`src/rtl/data_mem_arbiter.sv`:
```
// data_mem_arbiter: shares the single-port data_mem between the core LSU (port C)
// and a second bus master (port D). Each access takes an issue cycle followed by a
// response cycle. The core stall is generated here.
module data_mem_arbiter #(
  parameter int unsigned ADDR_W   = 32,
  parameter int unsigned DATA_W   = 32,
  parameter int unsigned ARB_MODE = 0   // 0: round-robin on tie, 1: core always wins
) (
  input  logic              clk_i,
  input  logic              rst_ni,
  // core port
  input  logic              core_req_i,
  input  logic              core_we_i,
  input  logic [ADDR_W-1:0] core_addr_i,
  input  logic [DATA_W-1:0] core_wd_i,
  output logic [DATA_W-1:0] core_rd_o,
  output logic              core_stall_o,
  // DMA port
  input  logic              dma_req_i,
  input  logic              dma_we_i,
  input  logic [ADDR_W-1:0] dma_addr_i,
  input  logic [DATA_W-1:0] dma_wd_i,
  output logic              dma_gnt_o,
  output logic              dma_rvalid_o,
  output logic [DATA_W-1:0] dma_rd_o,
  // memory port
  output logic              mem_req_o,
  output logic              mem_we_o,
  output logic [ADDR_W-1:0] mem_addr_o,
  output logic [DATA_W-1:0] mem_wd_o,
  input  logic [DATA_W-1:0] mem_rd_i,
  // statistics
  output logic [31:0]       stall_cnt_o
);

  typedef enum logic [1:0] {StIdle, StCResp, StDResp} state_e;

  localparam logic GntCore = 1'b0;
  localparam logic GntDma  = 1'b1;

  state_e      state_q, state_d;
  logic        last_gnt_q, last_gnt_d;
  logic [31:0] stall_cnt_q, stall_cnt_d;
  logic        core_win, dma_win;

  // Arbitration: only evaluated in the issue (idle) cycle.
  always_comb begin
    core_win = 1'b0;
    dma_win  = 1'b0;
    if (state_q == StIdle) begin
      if (core_req_i && dma_req_i) begin
        // On a tie the master that did not win last time goes next, unless core has priority.
        if ((ARB_MODE != 0) || (last_gnt_q == GntDma)) begin
          core_win = 1'b1;
        end else begin
          dma_win = 1'b1;
        end
      end else begin
        core_win = core_req_i;
        dma_win  = dma_req_i;
      end
    end
  end

  // Next-state logic: issue cycle always followed by one response cycle.
  always_comb begin
    state_d    = StIdle;
    last_gnt_d = last_gnt_q;
    if (core_win) begin
      state_d    = StCResp;
      last_gnt_d = GntCore;
    end else if (dma_win) begin
      state_d    = StDResp;
      last_gnt_d = GntDma;
    end
  end

  // Stall counter: counts every cycle the core is held off while requesting; wraps.
  always_comb begin
    stall_cnt_d = stall_cnt_q;
    if (core_req_i && core_stall_o) begin
      stall_cnt_d = stall_cnt_q + 32'd1;
    end
  end

  // State registers; reset drops any in-flight response.
  always_ff @(posedge clk_i or negedge rst_ni) begin
    if (!rst_ni) begin
      state_q     <= StIdle;
      last_gnt_q  <= GntDma;
      stall_cnt_q <= '0;
    end else begin
      state_q     <= state_d;
      last_gnt_q  <= last_gnt_d;
      stall_cnt_q <= stall_cnt_d;
    end
  end

  // Memory-side outputs: winner's attributes pass straight through in the issue cycle.
  // Gated by rst_ni so nothing reaches the memory while reset is held.
  always_comb begin
    mem_req_o  = 1'b0;
    mem_we_o   = 1'b0;
    mem_addr_o = '0;
    mem_wd_o   = '0;
    if (rst_ni) begin
      if (core_win) begin
        mem_req_o  = 1'b1;
        mem_we_o   = core_we_i;
        mem_addr_o = core_addr_i;
        mem_wd_o   = core_wd_i;
      end else if (dma_win) begin
        mem_req_o  = 1'b1;
        mem_we_o   = dma_we_i;
        mem_addr_o = dma_addr_i;
        mem_wd_o   = dma_wd_i;
      end
    end
  end

  // Master-side outputs: responses depend only on the registered state, never on mem_rd_i
  // for any request or stall signal.
  always_comb begin
    core_rd_o    = '0;
    dma_rd_o     = '0;
    dma_rvalid_o = 1'b0;
    dma_gnt_o    = rst_ni && dma_win;
    core_stall_o = !rst_ni || (core_req_i && (state_q != StCResp));
    if (rst_ni) begin
      if (state_q == StCResp) begin
        core_rd_o = mem_rd_i;
      end
      if (state_q == StDResp) begin
        dma_rvalid_o = 1'b1;
        dma_rd_o     = mem_rd_i;
      end
    end
  end

  assign stall_cnt_o = stall_cnt_q;

endmodule

```
`config.mk`:
```
export PLATFORM = sky130hd
export DESIGN_NAME = data_mem_arbiter
export DESIGN_NICKNAME = d
export VERILOG_FILES = /design/src/rtl/data_mem_arbiter.sv
export SDC_FILE = /design/constraint.sdc
export NUM_CORES = 1
export LEC_CHECK = 0
export ABC_AREA = 1
export BUFFER_PORTS_ARGS = -buffer_cell sky130_fd_sc_hd__buf_2
export CAP_MARGIN = 20
export CORE_AREA = 2 2 130 132
export CTS_BUF_LIST = sky130_fd_sc_hd__clkbuf_8
export DETAILED_ROUTE_END_ITERATION = 10
export DIE_AREA = 0 0 132 134
export HOLD_SLACK_MARGIN = 0.03
export PLACE_DENSITY_LB_ADDON = 0.05
export SYNTH_ARGS = -nofsm -noshare
export SYNTH_HDL_FRONTEND = slang
export SYNTH_SLANG_ARGS = --single-unit
```
`constraint.sdc`:
```
create_clock -name clk_i -period 1.5 [get_ports clk_i]
set_clock_uncertainty 0.05 [all_clocks]
set_input_delay 0.225 -clock clk_i [delete_from_list [all_inputs] [get_ports clk_i]]
set_output_delay 0.225 -clock clk_i [all_outputs]
set_load 0.05 [all_outputs]
```
==> reports/results.ini <==
[run_status]
outcome = complete, but fails checks
violations = setup timing

[logic_synthesis]
ys_warn_count = 0
ys_top_cells_by_area = nand2_1 (25%), dfrtp_1 (25%), nand3_1 (13%), nor2_1 (12%), inv_1 (8.0%)
netlist_instances = 607
synth_top_family_by_area = simple AND/OR/NAND/NOR gates
synth_fa_ha_area_share_pct = 0.3687
synth_area_leader_cell = nand2_1
muxShareOfSynthArea_pct = 0
synth_top_cell_area_share_pct = 25.22
synth_compound_area_share_pct = 1.254
synth_simple_gate_area_share_pct = 55.90
async_flop_share_pct = 100.0
ys_seq_area_share_pct = 25.85
synth_area_um2 = 3393
ys_ff_latch = 35
synth_xor_area_share_pct = 3.355
syn_area_per_cell_um2 = 5.590
synth_ff_type = dfrtp_1
synth.distinct_cells = 32
synth_edf_count = 0
syn_nets = 774

[final_layout]
fin_util_pct = 61.16
diodes = 0
area_growth_pct = 193.6
fin_nets = 1167
fillCellCount = 1389
layout_commonest_cell = buf_2
final_layout_size_suffix_gt1_share_pct = 71.53
mostFrequentLayoutCells = buf_2 (196), nand2_1 (109), nor2_4 (75), buf_6 (71), inv_1 (68)
stdcell_count = 1221

[timing]
rsz0062_at_grt = true
finalMaxSlewViolations = 0
period_share_pct = 138.0
hold_viol = 0
min_period_ns = 2.070
timing.fmax_mhz = 483.1
holdWs_ns = 0.3427
setup_viol = 160
fin_ws_ns = -0.5698
worstMarginPinSlew_ns = 0.4325
tns_ns = -56.90
relSlewSlack_pct = 71.16

[worst_setup_path]
cpPeakStageDelay_ns = 0.58
cpMaxStageDelayCell = dfstp_2
crit_type = reg2out
path_delay_family = flip-flops
crit_top_cell = buf_12
worst-path-max-fanout = 15
crit_arrival_ns = 1.79
crit_path_start_kind = flop
crit_buf_inv = 3
endpoint_kind = output pin
cp_cell_sequence = o21ai_4 -> nor2_4 -> buf_12 -> buf_12 -> nand3_1 -> nand2_4 -> buf_12
required_ns = 1.22

[floorplan]
fp-row-count = 47
dieArea_um2 = 17690
start_util_pct = 20.83
die_y_um = 134
ios = 331
die_w_um = 132
core_area_um2 = 16290

[placement]
dp_hpwl_mm = 15.01
dp_cells = 1186
place.gp.congestion = 0.8469
portBuffers = 330

[power]
ir_worst_vdd_mv = 0.7784
pwr-share-seq_pct = 14.0
pwr-share-comb_pct = 76.0
p_sw_share_pct = 50.46
p_int_w = 0.004467
power_density_nw_per_um2 = 905.0
clkPwrFrac_pct = 9.9
total_leakage_power_nw = 4.626
power_w = 0.009017
p_switching_w = 0.004550

[grt]
antenna_found_initial = 1
grt_pass1_vias = 5775
grt_use_total_pct = 21.24
grt_max_degree = 33
overflow = 0
grt_pass1_wl_mm = 30.26

[routing]
dr_total_vias = 5481
drc = 0
drtIter0Drc = 160
firstDrtPassIters = 4
postRouteWirelength_mm = 20.23
detail-route-antenna-nets = 0
avgRoutedWirePerCell_um = 16.57
vias_per_cell = 4.489

[clocking]
cts_num_sinks = 35
tritoncts = built
cts_max_path_buffers = 2
cts_buffers = 5
cts_max_level = 2
clock_latency_ns = 0.29
clkTransAtPathRegs_ns = 0.08
root_buffer = clkbuf_8

[run]
drv_cap = 0

[min_path]
hold_class = in2async

[power by group through the flow]
stage	clock, W	sequential, W	combinational, W
floorplan	0	0.00160	0.00314
global placement	0	0.00126	0.00513
detailed placement	0	0.00127	0.00517
CTS	0.000932	0.00125	0.00660
global route	0.000974	0.00129	0.00713
finish	0.000895	0.00126	0.00686
[worst reg2reg max path, stage by stage, from the launching register on]
cell and delay (ns):
dfrtp_1 0.40, buf_6 0.13, nand3_4 0.11, buf_6 0.12, nand2_4 0.05, buf_8 0.13, buf_12 0.14, nor2_4 0.17
nand2_2 0.09, o21bai_1 0.13, nand2_1 0.06
[path summary, 6_finish.rpt]
kind | startpoint | to | slack, ns | cells past startpoint
hold reg to reg | stall_cnt_o[2] | stall_cnt_o[2] | 0.43 | 1
hold / removal | rst_ni | stall_cnt_o[12] | 0.34 | 3
setup reg to reg | state_q[0] | stall_cnt_o[20] | -0.19 | 10
setup / recovery | last_gnt_q | mem_wd_o[5] | -0.57 | 7
min in group clk_i | core_req_i | last_gnt_q | 0.42 | 5
max in group asynchronous | rst_ni | stall_cnt_o[2] | 0.70 | 3
[synthesized netlist by cell type, types with 4 or more instances]
library cell,number
buf_1,4
buf_2,9
buf_6,5
clkbuf_1,9
dfrtp_1,34
inv_1,72
nand2_1,228
nand3_1,86
nand4_1,10
nor2_1,105
nor2_2,5
xnor2_1,6
xor2_1,7
[cell type report]
class | instances | area (µm²) | area share, %
Clock buffer | 5 | 68.82 | 0.6907
Clock inverter | 3 | 47.55 | 0.4772
Inverter | 74 | 297.8 | 2.989
Multi-Input combinational cell | 468 | 4218 | 42.33
Sequential cell | 35 | 903.4 | 9.067
Tap cell | 220 | 275.3 | 2.763
Timing Repair Buffer | 416 | 4153 | 41.68
[per-stage QoR]
step	cell area (µm²)	setup WS (ns)
global placement	7461	-0.3579
detailed placement	7461	-0.3681
finish	9963	-0.5698
global route	9963	-0.6378
floorplan	4857	-0.1775
CTS	9424	-0.5744
[logic make-up (layout without fill, tap and decap cells)]
| group | after synthesis | count (layout) |
|---|---|---|
| and+or+nand+nor | 447 | 447 |
| buffers and inverters | 104 | 498 |
| DFF | 35 | 35 |
| xor gates and xnor gates | 13 | 13 |
| AOI/OAI and AO/OA | 7 | 7 |
| adders and majority gates | 1 | 1 |
[sequential cells by signal (all words and copies together) (netlist names)]
register and flops:
last_gnt_q 1, stall_cnt_o 32, state_q 2
[per-layer routing]
metal / GRT usage [%] / wire length (µm) / part of all wire [%] / vias up
li1: - / - / - / 2651
met1: 24.06 / 7503 / 37 / 2609
met2: 40.19 / 11180 / 55 / 198
met3: 5.026 / 1221 / 6.0 / 21
met4: 4.831 / 310 / 1.5 / 2
met5: 0 / 13 / 0.064 / -
[timing repair]
action                                  CTS  global route
gates cloned                              9             2
pin swaps                                19            32
endpoints found under the hold margin     3             0
endpoints found under the setup margin  133           161
gates resized for setup                 437           128
hold buffers                              1             0
buffers inserted                          7            13
Power figures use the tool's default switching activity.
